### config.mk
export PLATFORM = sky130hd
export DESIGN_NAME = seg_display_arbiter
export DESIGN_NICKNAME = d
export VERILOG_FILES = /design/src/rtl/seg_display_arbiter_pkg.sv /design/src/rtl/seg_display_arbiter_picker.sv /design/src/rtl/seg_display_arbiter.sv
export SDC_FILE = /design/constraint.sdc
export NUM_CORES = 1
export LEC_CHECK = 0
export CAP_MARGIN = 30
export CORE_ASPECT_RATIO = 1.5
export CORE_MARGIN = 4
export CORE_UTILIZATION = 45
export DETAILED_ROUTE_END_ITERATION = 10
export PLACE_DENSITY = 0.78
export SYNTH_ARGS = -nofsm -noshare
export SYNTH_HDL_FRONTEND = slang
export SYNTH_SLANG_ARGS = --single-unit
export TNS_END_PERCENT = 20
### constraint.sdc
create_clock -name clock -period 3.9 [get_ports clock]
set_input_delay 0.39 -clock clock [delete_from_list [all_inputs] [get_ports clock]]
set_output_delay 0.39 -clock clock [all_outputs]
set_load 0.01 [all_outputs]
### src/rtl/seg_display_arbiter_pkg.sv
// Shared types and widths for the seven-segment display arbiter.
package seg_arb_pkg;

    localparam int NUM_DIGITS = 8;
    localparam int DIGIT_W    = 4;
    localparam int WORD_W     = NUM_DIGITS * DIGIT_W;

    // IDLE: display blanked, nobody owns it. SHOW: one requester owns the display.
    typedef enum logic {
        IDLE = 1'b0,
        SHOW = 1'b1
    } seg_arb_state_e;

endpackage

### src/rtl/seg_display_arbiter_picker.sv
// Round-robin priority search: first set request at or above start_i, wrapping.
module rr_priority_picker #(
    parameter int N_REQ = 4,
    parameter int IDX_W = $clog2(N_REQ)
) (
    input  logic [N_REQ-1:0] req_i,
    input  logic [IDX_W-1:0] start_i,
    output logic [N_REQ-1:0] onehot_o,
    output logic [IDX_W-1:0] idx_o,
    output logic             found_o
);

    localparam int unsigned N_U = N_REQ;

    int unsigned start_u;

    // Walk offsets 0..N-1 from the start index; constant-indexed compare keeps selects static.
    always_comb begin
        start_u  = 32'(start_i);
        found_o  = 1'b0;
        idx_o    = '0;
        onehot_o = '0;
        for (int unsigned i = 0; i < N_U; i++) begin
            for (int unsigned k = 0; k < N_U; k++) begin
                if (!found_o && req_i[k] && (((start_u + i) % N_U) == k)) begin
                    found_o = 1'b1;
                    idx_o   = IDX_W'(k);
                end
            end
        end
        for (int unsigned k = 0; k < N_U; k++) begin
            onehot_o[k] = found_o && (idx_o == IDX_W'(k));
        end
    end

endmodule

### src/rtl/seg_display_arbiter.sv
// Round-robin time-sharing of the 8-digit seven-segment display among N_REQ requesters.
module seg_display_arbiter
    import seg_arb_pkg::*;
#(
    parameter int N_REQ       = 4,
    parameter int HOLD_CYCLES = 50_000_000
) (
    input  logic                         clock,
    input  logic                         reset,
    input  logic [N_REQ-1:0]             req,
    input  logic [N_REQ*WORD_W-1:0]      hex_data,
    input  logic [N_REQ*NUM_DIGITS-1:0]  digit_en,
    output logic [N_REQ-1:0]             grant,
    output logic [WORD_W-1:0]            disp_hex,
    output logic [NUM_DIGITS-1:0]        turn_on,
    output logic                         active,
    output logic                         slot_end
);

    localparam int IDX_W = $clog2(N_REQ);
    localparam int CNT_W = $clog2(HOLD_CYCLES);
    localparam int unsigned N_U = N_REQ;
    localparam logic [CNT_W-1:0] CNT_RELOAD = CNT_W'(HOLD_CYCLES - 1);

    seg_arb_state_e          state_q, state_d;
    logic [N_REQ-1:0]        grant_q, grant_d;
    logic [IDX_W-1:0]        gnt_idx_q, gnt_idx_d;
    logic [IDX_W-1:0]        rr_ptr_q, rr_ptr_d;
    logic [CNT_W-1:0]        cnt_q, cnt_d;
    logic [WORD_W-1:0]       disp_q, disp_d;
    logic [NUM_DIGITS-1:0]   ton_q, ton_d;
    logic                    active_q, active_d;
    logic                    slot_end_q, slot_end_d;

    logic [IDX_W-1:0]        gnt_nxt;
    logic [IDX_W-1:0]        pick_start;
    logic [N_REQ-1:0]        pick_onehot;
    logic [IDX_W-1:0]        pick_idx;
    logic                    pick_found;
    logic                    switch_evt;

    logic [WORD_W-1:0]       pick_word, own_word;
    logic [NUM_DIGITS-1:0]   pick_mask, own_mask;

    // Index just above the current owner; the search from here reaches the owner last.
    always_comb begin
        gnt_nxt = (gnt_idx_q == IDX_W'(N_REQ - 1)) ? '0 : gnt_idx_q + IDX_W'(1);
    end

    // IDLE searches from the round-robin pointer, SHOW from just past the owner.
    always_comb begin
        pick_start = (state_q == IDLE) ? rr_ptr_q : gnt_nxt;
    end

    rr_priority_picker #(
        .N_REQ (N_REQ),
        .IDX_W (IDX_W)
    ) u_picker (
        .req_i    (req),
        .start_i  (pick_start),
        .onehot_o (pick_onehot),
        .idx_o    (pick_idx),
        .found_o  (pick_found)
    );

    // Word/mask muxes for the search winner and for the current owner.
    always_comb begin
        pick_word = '0;
        pick_mask = '0;
        own_word  = '0;
        own_mask  = '0;
        for (int unsigned k = 0; k < N_U; k++) begin
            if (pick_idx == IDX_W'(k)) begin
                pick_word = hex_data[k*WORD_W +: WORD_W];
                pick_mask = digit_en[k*NUM_DIGITS +: NUM_DIGITS];
            end
            if (gnt_idx_q == IDX_W'(k)) begin
                own_word = hex_data[k*WORD_W +: WORD_W];
                own_mask = digit_en[k*NUM_DIGITS +: NUM_DIGITS];
            end
        end
    end

    // Slot ends on dwell expiry or owner release; both together are one event.
    always_comb begin
        switch_evt = (state_q == SHOW) && ((cnt_q == '0) || ((req & grant_q) == '0));
    end

    // Next-state: grant, dwell counter and display register updates.
    always_comb begin
        state_d    = state_q;
        grant_d    = grant_q;
        gnt_idx_d  = gnt_idx_q;
        rr_ptr_d   = rr_ptr_q;
        cnt_d      = cnt_q;
        disp_d     = disp_q;
        ton_d      = ton_q;
        active_d   = active_q;
        slot_end_d = 1'b0;
        case (state_q)
            IDLE: begin
                if (pick_found) begin
                    state_d   = SHOW;
                    grant_d   = pick_onehot;
                    gnt_idx_d = pick_idx;
                    cnt_d     = CNT_RELOAD;
                    disp_d    = pick_word;
                    ton_d     = pick_mask;
                    active_d  = 1'b1;
                end
            end
            SHOW: begin
                if (switch_evt) begin
                    slot_end_d = 1'b1;
                    rr_ptr_d   = gnt_nxt;
                    if (pick_found) begin
                        grant_d   = pick_onehot;
                        gnt_idx_d = pick_idx;
                        cnt_d     = CNT_RELOAD;
                        disp_d    = pick_word;
                        ton_d     = pick_mask;
                        active_d  = 1'b1;
                    end else begin
                        state_d   = IDLE;
                        grant_d   = '0;
                        gnt_idx_d = '0;
                        cnt_d     = '0;
                        disp_d    = '0;
                        ton_d     = '0;
                        active_d  = 1'b0;
                    end
                end else begin
                    cnt_d  = cnt_q - CNT_W'(1);
                    disp_d = own_word;
                    ton_d  = own_mask;
                end
            end
            default: begin
                state_d = IDLE;
            end
        endcase
    end

    // State and output registers with asynchronous clear.
    always_ff @(posedge clock or posedge reset) begin
        if (reset) begin
            state_q    <= IDLE;
            grant_q    <= '0;
            gnt_idx_q  <= '0;
            rr_ptr_q   <= '0;
            cnt_q      <= '0;
            disp_q     <= '0;
            ton_q      <= '0;
            active_q   <= 1'b0;
            slot_end_q <= 1'b0;
        end else begin
            state_q    <= state_d;
            grant_q    <= grant_d;
            gnt_idx_q  <= gnt_idx_d;
            rr_ptr_q   <= rr_ptr_d;
            cnt_q      <= cnt_d;
            disp_q     <= disp_d;
            ton_q      <= ton_d;
            active_q   <= active_d;
            slot_end_q <= slot_end_d;
        end
    end

    assign grant    = grant_q;
    assign disp_hex = disp_q;
    assign turn_on  = ton_q;
    assign active   = active_q;
    assign slot_end = slot_end_q;

endmodule

==> results of run 1 <==
layout by cell type (no fill, tap or decap), types with 3 or more instances in the layout:
cell type,netlist,layout
a22o_1,42,42
inv_1,13,12
a22oi_1,5,5
nand2b_1,40,40
clkdlybuf4s50_1,0,211
nor3b_1,3,3
o21ai_1,3,3
o41ai_1,6,6
and2_1,37,37
clkinv_2,0,3
a31oi_1,3,3
a211oi_2,32,32
bufinv_16,0,4
ha_2,0,3
or3_1,5,5
o21ai_0,67,66
a211oi_1,5,5
o31ai_1,44,44
or2_2,4,4
dfrtp_1,77,77
nor2b_1,41,40
nor2_1,24,22
a21o_1,5,5
buf_4,5,19
clkbuf_16,0,9
buf_12,0,6
a21boi_0,38,38
a21oi_1,91,91
nand2_1,68,68
a221oi_1,42,42
nor3_1,13,13
cells by family (layout without fill, tap and decap cells):
group / Yosys count / count (layout) / synth area share
compound gates: 406 / 406 / 0.4368
flops: 77 / 77 / 0.2835
fa+ha+maj: 5 / 5 / 0.009203
mux: 4 / 4 / 0.006442
simple gates: 253 / 253 / 0.2032
xor+xnor: 1 / 1 / 0.001289
buf+inv: 92 / 266 / 0.05964
metrics by stage:
stage	utilization	setup slack [ps]
finish	0.6469	680.3
global route	0.6469	427.6
CTS	0.6469	753.8
detailed placement	0.6221	736.7
global placement	0.6221	807.6
floorplan	-	1335
area by class of cell:
class	instances	area (um^2)	share of cell area
well taps	196	245.2	0.02586
flip-flops and latches	77	1927	0.2032
multi-input cells	669	4521	0.4766
clock inverters	7	137.6	0.01451
inverters	14	53.80	0.005673
clock buffers	9	225.2	0.02375
repair buffers	236	2375	0.2504
synthesized netlist by cell type (3+ instances only):
cell type | instances | area (um^2)
a21oi_1 | 91 | 455.4
or3_1 | 5 | 31.28
o31ai_1 | 44 | 330.3
a221oi_1 | 42 | 367.9
nor3b_1 | 3 | 22.52
nor2_1 | 24 | 90.09
o21ai_1 | 3 | 15.01
a211o_1 | 3 | 26.28
nand2b_1 | 40 | 250.2
a211oi_1 | 5 | 37.54
nor3_1 | 13 | 65.06
o21ai_0 | 67 | 335.3
buf_2 | 3 | 15.01
dfrtp_1 | 77 | 1927
a21boi_0 | 38 | 285.3
a21o_1 | 5 | 37.54
buf_1 | 7 | 26.28
nor2b_1 | 41 | 256.5
a211oi_2 | 32 | 400.4
buf_4 | 5 | 37.54
a22oi_1 | 5 | 37.54
or2_2 | 4 | 25.02
clkbuf_1 | 58 | 217.7
a22o_1 | 42 | 367.9
o41ai_1 | 6 | 52.55
and2_1 | 37 | 231.5
ha_1 | 5 | 62.56
a31oi_1 | 3 | 18.77
nand2_1 | 68 | 255.2
buf_6 | 5 | 56.30
inv_1 | 13 | 48.80
power groups by stage:
stage / clock (mW) / combinational, mW / sequential, mW
5_1_grt: 1.08 / 5.06 / 1.41
4_1_cts: 1.05 / 4.65 / 1.37
3_3_place_gp: 0 / 4.55 / 1.38
6_report: 1.04 / 4.68 / 1.37
3_5_place_dp: 0 / 4.63 / 1.37
2_1_floorplan: 0 / 2.97 / 1.42
critical path: stages, from the launching register on:
cell and delay [ps]:
dfrtp_1 480, inv_1 110, ha_1 360, mux2i_1 530
nor4_1 240, a2111oi_4 360, buf_4 460, and2_1 220
o21ai_0 160, a21oi_1 210
metal layers:
layer | track usage | share of wire | vias to the layer above | wire length [um]
met3 | 0.06450 | 0.084 | 61 | 2132
met5 | 0 | 0 | - | 0
met2 | 0.5119 | 0.51 | 376 | 12950
met1 | 0.3423 | 0.37 | 3693 | 9465
met4 | 0.1203 | 0.034 | 0 | 860
li1 | - | - | 3511 | -
path summary, 6_finish.rpt:
kind	startpoint	end	slack (ps)	cells past startpoint
max in group asynchronous	reset	disp_hex[9]	2850	3
hold / removal	reset	slot_end	320	2
setup reg to reg	gnt_idx_q[0]	turn_on[6]	680	9
hold reg to reg	active	active	500	1
setup / recovery	gnt_idx_q[0]	turn_on[6]	680	9
min in group clock	active	active	500	1
registers in the layout (all words and copies together), names as in the netlist:
register	cells
active	1
cnt_q	26
disp_hex	32
gnt_idx_q	2
grant	4
rr_ptr_q	2
slot_end	1
state_q	1
turn_on	8
==> results.cfg, run 1 <==
[pwr]
leakage_nw = 3.470
power_report.internal_total_mw = 3.898
switching_share = 0.4508
power.total_mw = 7.097
pwr-share-comb = 0.660
power.switching_mw = 3.199
p_seq_frac = 0.193
power.clock.fraction = 0.147
worst_case_vdd_ir_drop_mv = 0.4441
power_density_nw_per_um2 = 748.3

[grt]
via_count_of_the_first_global_routing_pass = 7619
initial_antenna_violation_count = 0
grt_use_total = 0.2915
global_route_wire_length_before_repair_mm = 39.49
grt_max_degree = 81
total_gr_overflow = 0

[routing]
drt_drc_violations_left = 0
avgViaCountPerCell = 6.325
drt_iter0_drc = 607
drt-wirelength-per-cell_um = 21.03
ant_nets = 0
dr_total_vias = 7641
drt_wl_total_mm = 25.41
drt-pass1-iter-count = 5

[logic_synthesis]
mean_instance_size_in_the_synthesized_netlist_um2 = 8.112
yosysUniqueCellTypes = 66
synthArstFlopShare = 1.000
synth.cell_area_um2 = 6798
synthesis.instances = 838
post_synth_edffs = 0
synth_seq_cells = 77
ys_seq_area_frac = 0.2835
synth_flop_cell = dfrtp_1
synth-warning-count = 0
synthesis.nets = 1009

[final_layout]
stdcell_count = 1208
layout_cells_sized_above_1 = 0.09881
fill_cells = 1273
final_design_area_no_fill_um2 = 9484
final_nets = 1178
layout-area-overhead-vs-synth_pct = 39.52
antenna_cells_inserted = 0

[setup_path]
cp-end-kind = register
critical_path_arrival_ps = 3490
worst-setup-path-type = reg -> reg
worstPathRequired_ps = 4170
critical_path.max_fanout = 41
setup.worst_path.start_class = register

[placement]
placed_cell_area_um2 = 9121
placedCellCount = 1192
gp_congestion = 0.8966
place_hpwl_mm = 17.42
place.port_buffers = 211

[cts]
cts_setup_buffers = 0
clock-root-buffer = clkbuf_16
post_cts_resized = 0
hold_buffers = 0
clock_insertion_delay_worst_skew_ps = 350
clockBufferDepth = 2
clk_pin_slew_worst_paths_ps = 60
cts.sink_count = 77
cts_inserted_buffers = 9
cts-htree-levels = 3
clock_tree_from_tritoncts = built

[worst_hold_path]
min-delay-path-class = in -> async

[floorplanning]
placement_rows = 54
floorplan.initialDensity = 0.4636
chipWidth_um = 108.4
fp.dieArea_um2 = 17180
fp.dieH_um = 158.5
core_region_area_um2 = 14660
num_io_pins = 212

[timing]
timing.max_slew.rel_slack = 0.4119
finClkSkew_ps = 7.513
finalSetupViolCount = 0
finalCritPeriodShare = 0.8256
finalHoldWorstSlack_ps = 324.5
rsz0062_at_grt = false
worst_slew_pin_tran_ps = 882.1
report.final.slew_viol_count = 0
fin_setup_tns_ps = 0
finalCriticalPeriod_ps = 3220
fmax_ghz = 0.3106
timing.final.hold_violations = 0

[outcome]
run_status = completed

[flow_run]
max-cap-violations = 0
Note: power is estimated with default switching activity, not from simulation.
==> run 2: changes to the inputs <==
==> constraint.sdc (replaced) <==
create_clock -name clock -period 3.16 [get_ports clock]
set_input_delay 0.316 -clock clock [delete_from_list [all_inputs] [get_ports clock]]
set_output_delay 0.316 -clock clock [all_outputs]
set_load 0.01 [all_outputs]
==> run 2 against run 1 <==
Net effect:
- sequential share of layout area down 0.29 points
- combinational power up 26%
- clock skew up 4.4 ps
- sequential cell count unchanged
- critical endpoint is now disp_hex[10]
- largest cell class unchanged
- total power up 25%
- global-route usage up 0.45 points
- non-clock buffer count up 12
==> results.cfg, run 2 (synthesis results as in run 1) <==
[pwr]
power_report.internal_total_mw = 4.906
power.switching_mw = 3.944
switching_share = 0.4457
power.clock.fraction = 0.142
worst_case_vdd_ir_drop_mv = 0.5664
leakage_nw = 3.549
p_seq_frac = 0.191
power_density_nw_per_um2 = 919.8
pwr-share-comb = 0.667

[placement]
gp_congestion = 0.8968
place_hpwl_mm = 17.42
placedCellCount = 1204
place.port_buffers = 211
placed_cell_area_um2 = 9261

[timing]
finalHoldWorstSlack_ps = 430.8
worst_slew_pin_tran_ps = 880.6
rsz0062_at_grt = false
finClkSkew_ps = 11.95
fin_setup_tns_ps = 0
timing.final.hold_violations = 0
finalCritPeriodShare = 0.8798
finalCriticalPeriod_ps = 2780
finalSetupViolCount = 0
report.final.slew_viol_count = 0
fmax_ghz = 0.3597
timing.max_slew.rel_slack = 0.4129

[setup_path]
critical_path_arrival_ps = 3050
worstPathRequired_ps = 3430
rr_startpoint = cnt_q[16]
critical_path.slowest_cell = or4_1
setup.worst_path.start_class = register
slowest_delay_ps = 540
cell_by_cell_trace_of_the_critical_path = or4_1 > or4_4 > o31a_2 > nor2_4 > buf_4 > a21oi_1 > a21oi_1
worst-setup-path-type = reg -> reg
critical_path.max_fanout = 16
worst_setup_path_startpoint = cnt_q[16]
cp-end-kind = register
regToRegSetupSlack_ps = 380
cell_mode_on_critical_path = a21oi_1
r2r-end = disp_hex[10]
rr_worst_depth = 7

[grt]
global_route.usage.met2 = 0.5050
busiest_layer = met2
grt_use_total = 0.2960
total_gr_overflow = 0
global_route.usage.met1 = 0.3444
via_count_of_the_first_global_routing_pass = 7806
global_route_wire_length_before_repair_mm = 40.10
grt_max_degree = 82
initial_antenna_violation_count = 0
globalRouteMet3Util = 0.06978

[cts]
cts_inserted_buffers = 9
clock-root-buffer = clkbuf_16
clockBufferDepth = 2
post_cts_resized = 0
cts_setup_buffers = 0
hold_buffers = 0
clk_pin_slew_worst_paths_ps = 60
cts.sink_count = 77
cts-htree-levels = 3
clock_tree_from_tritoncts = built
clock_insertion_delay_worst_skew_ps = 340

[final_layout]
multiInputGateArea_um2 = 4521
flip_flop_count_of_the_largest_register_after_layout = 32
layout-area-overhead-vs-synth_pct = 41.54
antenna_cells_inserted = 0
ff_latch_area_um2 = 1927
fill_cells = 1239
final_core_utilization = 0.6563
layout.cells.most_common_list = clkdlybuf4s50_1, a21oi_1, dfrtp_1
final_design_area_no_fill_um2 = 9622
mostFrequentLayoutCell = clkdlybuf4s50_1
final_nets = 1190
stdcell_count = 1220
layout_cells_sized_above_1 = 0.1084

[floorplanning]
fp.dieArea_um2 = 17180
core_region_area_um2 = 14660
placement_rows = 54
fp.dieH_um = 158.5
chipWidth_um = 108.4
floorplan.initialDensity = 0.4636
num_io_pins = 212

[routing]
ant_nets = 0
drt-wirelength-per-cell_um = 20.77
drt-pass1-iter-count = 5
drt_wl_total_mm = 25.34
avgViaCountPerCell = 6.284
dr_total_vias = 7667
drt_drc_violations_left = 0
drt_iter0_drc = 548

[worst_hold_path]
min-delay-path-class = in -> async

[outcome]
run_status = completed

[flow_run]
max-cap-violations = 0
-- run 2: how the worst max path moves through the flow --
| stage | end | slack [ps] | cells after the start |
|---|---|---|---|
| after floorplan | turn_on[0] | 590 | 9 |
| after global placement | disp_hex[29] | 440 | 7 |
| after CTS | disp_hex[12] | 400 | 7 |
| after global routing | disp_hex[22] | 160 | 9 |
| final | disp_hex[10] | 380 | 7 |
| after detailed placement | disp_hex[22] | 380 | 8 |
-- run 2: final cells by class --
cell class	instances	share of cell area
inverters	14	0.005592
well taps	196	0.02549
clock buffers	13	0.02809
clock inverters	3	0.009363
flip-flops and latches	77	0.2003
repair buffers	248	0.2614
multi-input cells	669	0.4698
-- run 2: worst max-delay path: cells and delay by family, from the launching register on --
family | cells | cell delay (ps)
DFF | 1 | 400
AOI/OAI and AO/OA | 3 | 600
buffers and inverters | 1 | 310
and+or+nand+nor | 3 | 1400
-- run 2: through the flow --
stage | total power [mW] | worst slack, ps
after floorplan | 5.419 | 594.9
after global placement | 7.428 | 436.2
after detailed placement | 7.537 | 380.9
after CTS | 8.817 | 403.9
after global routing | 9.457 | 159.7
final | 8.850 | 380.0
-- run 2: power by group through the flow --
| stage | sequential (mW) | combinational (mW) | clock [mW] |
|---|---|---|---|
| 3_3_place_gp | 1.69 | 5.74 | 0 |
| 5_1_grt | 1.73 | 6.41 | 1.31 |
| 4_1_cts | 1.68 | 5.87 | 1.27 |
| 3_5_place_dp | 1.67 | 5.86 | 0 |
| 2_1_floorplan | 1.75 | 3.67 | 0 |
| 6_report | 1.69 | 5.91 | 1.26 |
-- run 2: layer usage --
layer | wire [um] | up-vias
met4 | 1201 | 0
met2 | 12580 | 402
met5 | 0 | -
li1 | - | 3530
met3 | 2240 | 84
met1 | 9323 | 3651
==> run 3: changes to the inputs <==
==> constraint.sdc (replaced) <==
create_clock -name clock -period 2.75 [get_ports clock]
set_input_delay 0.275 -clock clock [delete_from_list [all_inputs] [get_ports clock]]
set_output_delay 0.275 -clock clock [all_outputs]
set_load 0.01 [all_outputs]
==> run 3 against run 2 <==
Net effect:
- non-clock buffer count is 12 higher
- maximum frequency up 4.2%
- combinational power up 20%
- critical path type unchanged
- critical endpoint is now rr_ptr_q[0]
==> results.cfg, run 3 (synthesis results as in run 1) <==
[setup_path]
critical_path_arrival_ps = 2880
setup.worst_path.start_class = register
rr_startpoint = cnt_q[16]
critical_path.max_fanout = 7
r2r-end = rr_ptr_q[0]
worst-setup-path-type = reg -> reg
worstPathRequired_ps = 2960
regToRegSetupSlack_ps = 80
rr_worst_depth = 6
cp-end-kind = register

[cts]
hold_buffers = 0
clock_tree_from_tritoncts = built
cts.sink_count = 77
clk_pin_slew_worst_paths_ps = 60
clock-root-buffer = clkbuf_16
clock_insertion_delay_worst_skew_ps = 340
cts_inserted_buffers = 9
cts-htree-levels = 3
clockBufferDepth = 2

[pwr]
power_density_nw_per_um2 = 1051
switching_share = 0.4504
power.switching_mw = 4.624
power_report.internal_total_mw = 5.642
power.clock.fraction = 0.119
worst_case_vdd_ir_drop_mv = 0.4936
p_seq_frac = 0.189
leakage_nw = 3.618
power.total_mw = 10.27
pwr-share-comb = 0.692

[floorplanning]
fp.dieArea_um2 = 17180
fp.dieH_um = 158.5
floorplan.initialDensity = 0.4636
placement_rows = 54
num_io_pins = 212
chipWidth_um = 108.4
core_region_area_um2 = 14660

[final_layout]
layout_cells_sized_above_1 = 0.1208
stdcell_count = 1231
final_core_utilization = 0.6663
antenna_cells_inserted = 0
layout.cells.most_common_list = clkdlybuf4s50_1, a21oi_1, dfrtp_1
final_nets = 1202
final_design_area_no_fill_um2 = 9769
layout-area-overhead-vs-synth_pct = 43.71
mostFrequentLayoutCell = clkdlybuf4s50_1
fill_cells = 1217
flip_flop_count_of_the_largest_register_after_layout = 32

[routing]
ant_nets = 0
drt-pass1-iter-count = 7
avgViaCountPerCell = 6.262
met3RoutedLength_mm = 2.186
drt_iter0_drc = 543
wl_met1_mm = 9.469
drt-wirelength-per-cell_um = 20.69
highest-signal-layer = met4
met2RoutedLength_mm = 13.09
dr_total_vias = 7708
drt_drc_violations_left = 0
drt_wl_total_mm = 25.47

[grt]
via_count_of_the_first_global_routing_pass = 7574
grt_use_total = 0.2858
grt_max_degree = 82
initial_antenna_violation_count = 0
total_gr_overflow = 0
global_route_wire_length_before_repair_mm = 38.92

[timing]
rsz0062_at_grt = false
finalCriticalPeriod_ps = 2669
fmax_ghz = 0.3747
fin_setup_tns_ps = 0
finalWorstSetupSlack_ps = 81.05
timing.max_slew.rel_slack = 0.4139
worst_slew_pin_tran_ps = 879.1
finClkSkew_ps = 7.704
report.final.slew_viol_count = 0
finalCritPeriodShare = 0.9705
finalSetupViolCount = 0
timing.final.hold_violations = 0
finalHoldWorstSlack_ps = 347.2

[worst_hold_path]
min-delay-path-class = in -> async

[outcome]
run_status = completed

[placement]
place_hpwl_mm = 17.72
placedCellCount = 1214
dp_worst_setup_slack_ps = 62.98
place.port_buffers = 211
gp_congestion = 0.8746
placed_cell_area_um2 = 9399

[flow_run]
max-cap-violations = 0
==> run 3: cell count changes in the layout (fill, tap and decap cells not counted), sizes merged <==
cell	delta
clkinvlp	+1
clkbuf	-2
bufinv	-2
buf	+12
clkinv	+2
==> run 3: power groups by stage <==
stage	logic, mW	registers [mW]	clock network (mW)
after CTS	6.95	1.93	1.24
after global placement	6.80	1.94	0
after global routing	7.64	1.98	1.30
after floorplan	4.22	2.01	0
after detailed placement	6.95	1.92	0
final	7.10	1.94	1.22
==> run 3: how the worst max path moves through the flow <==
stage	slack, ps	cells past startpoint	to	startpoint
detailed placement	60	7	turn_on[4]	cnt_q[16]
global placement	110	7	turn_on[6]	cnt_q[16]
finish	80	6	rr_ptr_q[0]	cnt_q[16]
global route	10	7	cnt_q[23]	cnt_q[16]
CTS	40	7	disp_hex[28]	cnt_q[16]
floorplan	180	9	turn_on[0]	gnt_idx_q[0]
==> run 3: critical path, cell delays in order, from the launching register on <==
cell,delay (ps)
dfrtp_1,390
or4_1,550
or4_4,540
or2_1,280
a2bb2oi_1,250
nand2b_4,230
mux2_1,310
==> run 3: layout make-up <==
type	count	area (um^2)	share of cell area
repair buffers	260	2684	0.2747
multi-input cells	669	4559	0.4667
inverters	14	53.80	0.005507
flip-flops and latches	77	1927	0.1972
well taps	196	245.2	0.02510
clock buffers	11	252.7	0.02587
clock inverters	4	47.55	0.004867
==> run 3: repair_timing <==
action	in CTS	in global routing
resized for setup	0	6
setup endpoints to repair	0	52
setup buffers	0	2
==> run 3: metal layers <==
layer | GRT usage | vias to the layer above
met4 | 0.1143 | 0
met2 | 0.4991 | 401
li1 | - | 3554
met3 | 0.07424 | 48
met5 | 0 | -
met1 | 0.3325 | 3705
